==> src/rtl/hazard_pkg.sv <==
// Shared types and constants for the pipeline hazard controller.
package hazard_pkg;
  localparam int REG_W    = 5;
  localparam int NREG_DEF = 32;

  typedef enum logic [1:0] {
    IDLE = 2'd0,
    BUSY = 2'd1,
    WB   = 2'd2
  } mc_state_t;
endpackage

==> src/rtl/mc_scoreboard.sv <==
// Multi-cycle unit tracker: issue/latency FSM, pending-destination scoreboard
// and the registered writeback strobe.
module mc_scoreboard
  import hazard_pkg::*;
#(
  parameter int MC_LAT = 4,
  parameter int NREG   = NREG_DEF
) (
  input  logic             clk,
  input  logic             rst_n,
  input  logic             mc_start_E,
  input  logic [REG_W-1:0] rd_E,
  output logic [1:0]       state,
  output logic [NREG-1:0]  pending,
  output logic             mc_wb,
  output logic [REG_W-1:0] mc_wb_rd
);
  localparam int CNT_W = (MC_LAT > 2) ? $clog2(MC_LAT) : 1;

  mc_state_t        r_state;
  logic [CNT_W-1:0] r_cnt;
  logic [REG_W-1:0] r_wb_rd;
  logic [NREG-1:0]  r_pending;
  logic             r_mc_wb;
  logic [REG_W-1:0] r_mc_wb_rd;

  always_ff @(posedge clk or negedge rst_n) begin
    if (!rst_n) begin
      r_state    <= IDLE;
      r_cnt      <= '0;
      r_wb_rd    <= '0;
      r_pending  <= '0;
      r_mc_wb    <= 1'b0;
      r_mc_wb_rd <= '0;
    end else begin
      case (r_state)
        IDLE: begin
          if (mc_start_E) begin
            r_state <= BUSY;
            r_cnt   <= CNT_W'(MC_LAT - 2);
            r_wb_rd <= rd_E;
            // x0 is never tracked, so the loop starts at 1
            for (int r = 1; r < NREG; r++) begin
              if (rd_E == REG_W'(r)) r_pending[r] <= 1'b1;
            end
          end
        end
        BUSY: begin
          if (r_cnt == '0) begin
            r_state    <= WB;
            r_mc_wb    <= 1'b1;
            r_mc_wb_rd <= r_wb_rd;
          end else begin
            r_cnt <= r_cnt - 1'b1;
          end
        end
        WB: begin
          r_state    <= IDLE;
          r_mc_wb    <= 1'b0;
          r_mc_wb_rd <= '0;
          for (int r = 0; r < NREG; r++) begin
            if (r_wb_rd == REG_W'(r)) r_pending[r] <= 1'b0;
          end
        end
        default: r_state <= IDLE;
      endcase
    end
  end

  assign state    = r_state;
  assign pending  = r_pending;
  assign mc_wb    = r_mc_wb;
  assign mc_wb_rd = r_mc_wb_rd;
endmodule

==> src/rtl/hazard_ctrl.sv <==
// Stall/flush controller: load-use, scoreboard (RAW/WAW on multi-cycle results),
// multi-cycle structural hazard, and taken-branch flush.
module hazard_ctrl
  import hazard_pkg::*;
#(
  parameter int MC_LAT = 4,
  parameter int NREG   = NREG_DEF
) (
  input  logic             clk,
  input  logic             rst_n,
  input  logic [REG_W-1:0] rs1_D,
  input  logic [REG_W-1:0] rs2_D,
  input  logic [REG_W-1:0] rd_D,
  input  logic             reg_wr_D,
  input  logic             mc_op_D,
  input  logic [REG_W-1:0] rd_E,
  input  logic             load_E,
  input  logic             mc_start_E,
  input  logic             pc_src_E,
  output logic             stall_F,
  output logic             stall_D,
  output logic             flush_D,
  output logic             flush_E,
  output logic             mc_busy,
  output logic             mc_wb,
  output logic [REG_W-1:0] mc_wb_rd,
  output logic [NREG-1:0]  pending
);
  logic [1:0]      w_state;
  logic [NREG-1:0] w_start_hot;
  logic [NREG-1:0] w_pend_now;
  logic [NREG-1:0] w_sb_hit;
  logic            w_lw_hz;
  logic            w_sb_hz;
  logic            w_st_hz;
  logic            w_hz;

  mc_scoreboard #(
    .MC_LAT(MC_LAT),
    .NREG  (NREG)
  ) u_sb (
    .clk       (clk),
    .rst_n     (rst_n),
    .mc_start_E(mc_start_E),
    .rd_E      (rd_E),
    .state     (w_state),
    .pending   (pending),
    .mc_wb     (mc_wb),
    .mc_wb_rd  (mc_wb_rd)
  );

  // The issuing op's destination counts as pending in its own issue cycle
  for (genvar gi = 0; gi < NREG; gi++) begin : g_sb
    assign w_start_hot[gi] = mc_start_E && (gi != 0) && (rd_E == REG_W'(gi));
    assign w_pend_now[gi]  = pending[gi] | w_start_hot[gi];
    assign w_sb_hit[gi]    = w_pend_now[gi] &
                             ((rs1_D == REG_W'(gi)) | (rs2_D == REG_W'(gi)) |
                              (reg_wr_D & (rd_D == REG_W'(gi))));
  end

  assign w_lw_hz = load_E & (rd_E != '0) & ((rd_E == rs1_D) | (rd_E == rs2_D));
  assign w_sb_hz = |w_sb_hit;
  assign w_st_hz = mc_op_D & ((mc_state_t'(w_state) == BUSY) | mc_start_E);
  assign w_hz    = w_lw_hz | w_sb_hz | w_st_hz;

  // A taken branch makes the D instruction wrong-path, so it wins over any stall
  assign stall_F = w_hz & ~pc_src_E;
  assign stall_D = w_hz & ~pc_src_E;
  assign flush_E = w_hz | pc_src_E;
  assign flush_D = pc_src_E;
  assign mc_busy = (mc_state_t'(w_state) != IDLE);
endmodule

==> config.mk <==
export PLATFORM = sky130hd
export DESIGN_NAME = hazard_ctrl
export DESIGN_NICKNAME = d
export VERILOG_FILES = /design/src/rtl/hazard_pkg.sv /design/src/rtl/mc_scoreboard.sv /design/src/rtl/hazard_ctrl.sv
export SDC_FILE = /design/constraint.sdc
export NUM_CORES = 1
export LEC_CHECK = 0
export ABC_AREA = 1
export BUFFER_PORTS_ARGS = -buffer_cell sky130_fd_sc_hd__clkbuf_2
export CORE_UTILIZATION = 30
export DETAILED_ROUTE_END_ITERATION = 12
export GPL_TIMING_DRIVEN = 0
export PLACE_DENSITY = 0.46
export SLEW_MARGIN = 15
export SYNTH_ARGS = -nofsm -noshare
export SYNTH_HDL_FRONTEND = slang
export SYNTH_SLANG_ARGS = --single-unit
==> constraint.sdc <==
create_clock -name clk -period 2.7 [get_ports clk]
set_input_delay 0.27 -clock clk [delete_from_list [all_inputs] [get_ports clk]]
set_output_delay 0.27 -clock clk [all_outputs]
set_load 0.005 [all_outputs]
==> impl_results.md, run 1 <==
- Peak per-stage delay on the critical path: 0.48 ns
- Clock sink total: 46
- Compound-gate portion of the synthesized area: 11.5%
- Worst r2r dst: u_sb.pending[7]
- Worst path cell trace: clkbuf_2 > nor2_1 > nand3_1 > nand3_1 > nand2_1 > nand2_1 > nor2_1 > nand2_1 > nor2_1 > nand3_1 > nand2_1 > inv_1 > buf_4 > clkbuf_2
- Worst vdd ir: 453 µV
- Status: finished, final reports clean
- Tmin final: 2.24 ns
- Ports: 70
- # fillers: 1329
- Area of the multi-input gates: 2120 µm²
- Die W: 113 µm
- FF/Latch Area: 1150 µm²
- Clock root cell: clkbuf_16
- Worst EP required: 2.43 ns
- Cell mode on critical path: nand2_1
- Antenna viol nets, final: 0
- PostCTS Resize Cnt: 0
- DR WL/cell: 17.3 µm
- Family with the most delay on the worst path: simple AND/OR/NAND/NOR gates
- Slew at the pin with the worst max-slew slack: 0.666 ns
- FF-to-FF setup slack: 0.83 ns
- Vias/cell: 5.00
- Clock Skew: 0.00593 ns
- GRT Total Usage: 23.7%
- Drt total wl: 14600 µm
- DRT Pass-1 Iters: 5
- Buf/Inv on CP: 4
- Setup crit end: stall_F
- Row count: 40
- Largest net degree at the start of global routing: 47
- H-tree depth: 2
- Placer congestion estimate: 0.870
- Yosys Warn Count: 0
- Fin nets: 702
- Post-synthesis mux area share: 0%
- Post-Syn Area: 3720 µm²
- Reg clk slew, reported paths: 0.06 ns
- Syn-to-layout area delta: 17.9%
- First DRT Iteration DRCs: 352
- Worst setup EP type: output port
- RSZ-0062 raised after global routing: no
- Crit path max fanout: 7
- Final Max Slew Viols: 0
- CTS Hold Bufs: 0
- Die area: 12800 µm²
- DP HPWL: 11700 µm
- Worst hold slack: 0.00830 ns
- Sequential fraction of the synthesis area: 30.9%
- PortBufs: 61
- Syn Area/Cell: 6.14 µm²
- Yosys cell types: 29
- Chip Height: 113 µm
- Hold crit path type: in -> async
- CP Launch Type: input port
- Antenna fix cells: 0
- Post-CTS Setup Inserts: 0
- Core area: 12100 µm²
- Synth Area in Adders: 0.336%
- CP arrival: 1.97 ns
- TritonCTS clock tree: built
- First-pass GRT wire length: 22900 µm
- DR vias: 4212
- Synth Area in XOR/XNOR: 1.65%
- Worst R2R Path Depth: 7
- Largest family of logic cells by synthesized area: simple AND/OR/NAND/NOR gates
- Syn Inst Count: 606
- R2R Path Start: u_sb.state[0]
- CP max stage cell: nor2_1
- Initial antenna violation count: 0
- Simple-gate share of the synthesized area: 43.3%
- Power per standard cell area: 682 nW/µm²
- Lkg Pwr: 2.20 nW
- Setup crit start: rs1_D[0]
- Fin. Hold Viols: 0
- Max transition margin: 55.6%
- Number of max-cap violations: 0
- Flops & latches, synth: 46
- Crit path kind: in -> out
- Fmax: 446 MHz
- Final period util: 83.1%
- Worst-Skew Late Latency: 0.29 ns
- Initial Utilization: 30.8%
- Post-Syn Nets: 634
- Clk buf depth: 2
- Setup_tns: 0 ns
- Fraction of layout cells with a size suffix above 1: 19.0%
- Number of global-route vias before repair: 4119
- Critical path depth: 14
- Total global routing overflow: 0
- Num CTS Buffers: 5
- # DRC: 0
- Final setup violation count: 0
-- worst min path at each step --
stage / startpoint / end / cells after the start
finish: rst_n / u_sb.pending[11] / 1
global route: rst_n / u_sb.pending[27] / 1
CTS: rst_n / u_sb.pending[30] / 1
detailed placement: rst_n / u_sb.pending[30] / 1
global placement: u_sb.mc_wb / u_sb.mc_wb / 2
floorplan: rst_n / u_sb.mc_wb / 0
-- layer usage --
metal  share of wire, %  track usage, %
met5                  0               0
met2                 48            41.8
met1                 45            30.1
met3                4.1            2.09
met4                2.4            8.68
-- where the power goes --
group          switching, W  total (W)  internal, W
Clock              0.000262   0.000629     0.000367
Combinational      0.000854    0.00127     0.000416
Sequential         0.000179    0.00109     0.000914
Total               0.00130    0.00299      0.00170
-- cell usage in the layout (no fill, tap or decap), types with 7 or more instances in the layout --
master	count
dfrtp_1	46
a21oi_1	12
o21ai_1	8
buf_2	7
nand3_1	116
nor2_1	55
a31oi_1	8
clkbuf_2	60
inv_2	18
buf_4	9
o21ai_0	43
inv_1	58
nor2_2	12
nand2_1	172
-- cell usage after synthesis, drive strengths merged --
cell	n	area, µm²
a21oi	12	60.1
a31oi	8	50.1
buf	19	136
clkbuf	5	18.8
conb	1	3.75
dfrtp	46	1150
ha	1	12.5
inv	78	298
nand2	178	688
nand3	116	581
nand4	2	12.5
nor2	70	315
nor3	3	15.0
o21a	1	7.51
o21ai	51	255
o21bai	2	15.0
o22ai	5	31.3
o31ai	1	7.51
xnor2	2	17.5
xor2	5	43.8
-- per-stage QoR --
stage	instances	area, µm²	total power, W	setup WS [ns]	utilization [%]
after floorplan	606	3720	0.00180	1.05	-
after global placement	835	4240	0.00237	0.497	35.1
after detailed placement	835	4240	0.00238	0.508	35.1
after CTS	843	4390	0.00302	0.421	36.4
after global routing	843	4390	0.00323	0.311	36.4
final	843	4390	0.00299	0.457	36.4
-- sequential cells by signal, summed over array words and instances, names as in the netlist --
register	count
u_sb.mc_wb	1
u_sb.mc_wb_rd	5
u_sb.pending	31
u_sb.r_cnt	2
u_sb.r_wb_rd	5
u_sb.state	2
-- final cells by class --
| type | count | area share [%] |
|---|---|---|
| multi-input combinational | 458 | 48.2 |
| buffer | 24 | 3.54 |
| tap | 168 | 4.79 |
| clock buffer | 7 | 3.25 |
| sequential | 46 | 26.2 |
| inverter | 78 | 6.79 |
| timing repair buffer | 61 | 7.02 |
| clock inverter | 1 | 0.114 |
-- kinds of logic after synthesis --
family,Yosys count
other cells,1
compound gates,80
fa+ha+maj,1
buf+inv,102
xor+xnor,7
flops,46
simple gates,369
No activity file was read; power rests on OpenSTA's default activity.
==> run 2: changes to the inputs <==
- clock period: 2.7 -> 2.1 ns (I/O delays scaled with it)
==> run 2 against run 1 <==
Register-to-register slack got worse by 0.61 ns. Sequential power rose by 29%. Routed wire length rose by 0.36%. Sequential cell count did not move. Total power rose by 30%. Clock power rose by 29%. Global-route usage barely moved. Core utilization rose by 0.45 points.
==> impl_results.md, run 2 (synthesis results as in run 1) <==
- Total global routing overflow: 0
- Status: finished, final reports clean
- Initial antenna violation count: 0
- Worst R2R Path Depth: 8
- Antenna fix cells: 0
- Crit path kind: in -> out
- Row count: 40
- Crit path max fanout: 8
- Antenna viol nets, final: 0
- Fmax: 497 MHz
- Worst EP required: 1.89 ns
- PortBufs: 61
- DRT Pass-1 Iters: 5
- TritonCTS clock tree: built
- Worst-Skew Late Latency: 0.29 ns
- Max transition margin: 56.4%
- Lkg Pwr: 2.21 nW
- Tmin final: 2.01 ns
- Initial Utilization: 30.8%
- Num CTS Buffers: 5
- Clk buf depth: 2
- Total Power: 0.00389 W
- Core area: 12100 µm²
- CP Launch Type: input port
- Die area: 12800 µm²
- Largest net degree at the start of global routing: 47
- FF-to-FF setup slack: 0.22 ns
- Vias/cell: 5.00
- RSZ-0062 raised after global routing: yes
- Ports: 70
- Clock sink total: 46
- Die W: 113 µm
- Worst vdd ir: 581 µV
- DR vias: 4226
- R2R Path Start: u_sb.state[0]
- # DRC: 0
- DR WL/cell: 17.3 µm
- Worst Hold End: u_sb.r_wb_rd[4]
- DP HPWL: 11700 µm
- Number of max-cap violations: 0
- Max FFs per register: 31
- H-tree depth: 2
- Most frequent cells in the layout: 172 x nand2_1, 116 x nand3_1, 60 x clkbuf_2, 57 x inv_1, 49 x nor2_1
- GRT Total Usage: 23.7%
- Final period util: 95.8%
- First DRT Iteration DRCs: 333
- First-pass GRT wire length: 23000 µm
- Power per standard cell area: 876 nW/µm²
- WHS Path Cells: 3
- Placer congestion estimate: 0.870
- Number of global-route vias before repair: 4137
- Reg clk slew, reported paths: 0.07 ns
- Drt total wl: 14700 µm
- Syn-to-layout area delta: 19.3%
- Hold Path Origin: rd_E[4]
- DP Area: 4240 µm²
- Clock Skew: 0.00779 ns
- Worst r2r dst: u_sb.pending[4]
- Slew at the pin with the worst max-slew slack: 0.655 ns
- Fin nets: 704
- Final core utilization: 36.8%
- Final Max Slew Viols: 0
- Design Area, Final: 4440 µm²
- Fin. Hold Viols: 0
- Fraction of layout cells with a size suffix above 1: 20.2%
- CP arrival: 1.80 ns
- Commonest non-fill, non-tap cell in the layout: nand2_1
- Final setup violation count: 0
- Chip Height: 113 µm
- Hold crit path type: in -> reg
- Clock root cell: clkbuf_16
- Worst setup EP type: output port
## run 2: layout make-up
type	instances	area (µm²)
flip-flops and latches	46	1150
well taps	168	210
clock inverters	1	5.00
clock buffers	7	143
plain buffers	24	163
fillers	1328	7620
multi-input cells	458	2140
repair buffers	63	325
inverters	78	298
## run 2: worst max-delay path, cell delays in order
cell      delay, ns
clkbuf_2       0.14
inv_1          0.08
nor2_2         0.36
nand3_1        0.17
nand3_1        0.16
nand2_1        0.08
nand2_1        0.07
nor2_1         0.04
nand2_1        0.07
nor2_2         0.05
nand3_1        0.08
nand2_1        0.05
inv_1          0.06
buf_4          0.10
clkbuf_2       0.10
## run 2: worst max path at each step
stage | start | endpoint | slack, ns | cells past startpoint
global placement | rs1_D[0] | stall_F | 0.02 | 14
finish | rs1_D[1] | stall_F | 0.09 | 15
CTS | u_sb.state[0] | stall_F | 0.001 | 11
global route | rs1_D[1] | stall_F | -0.03 | 15
floorplan | rd_E[4] | stall_F | 0.57 | 15
detailed placement | rs1_D[0] | stall_F | 0.03 | 14
## run 2: metrics by stage
step / hold slack, ns / setup TNS, ns / std cells / setup WS [ns]
6_report: 0.194 / 0 / 845 / 0.0884
5_1_grt: 0.204 / -0.0341 / 845 / -0.0341
4_1_cts: 0.187 / 0 / 845 / 0.000996
3_5_place_dp: 0.308 / 0 / 835 / 0.0283
3_3_place_gp: 0.465 / 0 / 835 / 0.0167
2_1_floorplan: -0.0856 / 0 / 606 / 0.566
## run 2: power breakdown
part / switching (W) / internal [W]
registers: 0.000232 / 0.00118
logic: 0.00111 / 0.000555
clock network: 0.000339 / 0.000473
## run 2: metal layers
metal	track usage [%]	wire length, µm	up-vias
met3	2.09	555	19
met2	41.9	7150	126
met4	8.68	343	0
met5	0	0	-
li1	-	-	2095
met1	30.1	6600	1986
## run 2: repair_timing
item                                    4_1_cts  5_1_grt
setup buffers                                 1        0
endpoints found under the hold margin        13        0
pin swaps                                     3        2
hold buffers                                  1        0
gates resized for setup                       3       12
endpoints found under the setup margin        2        6
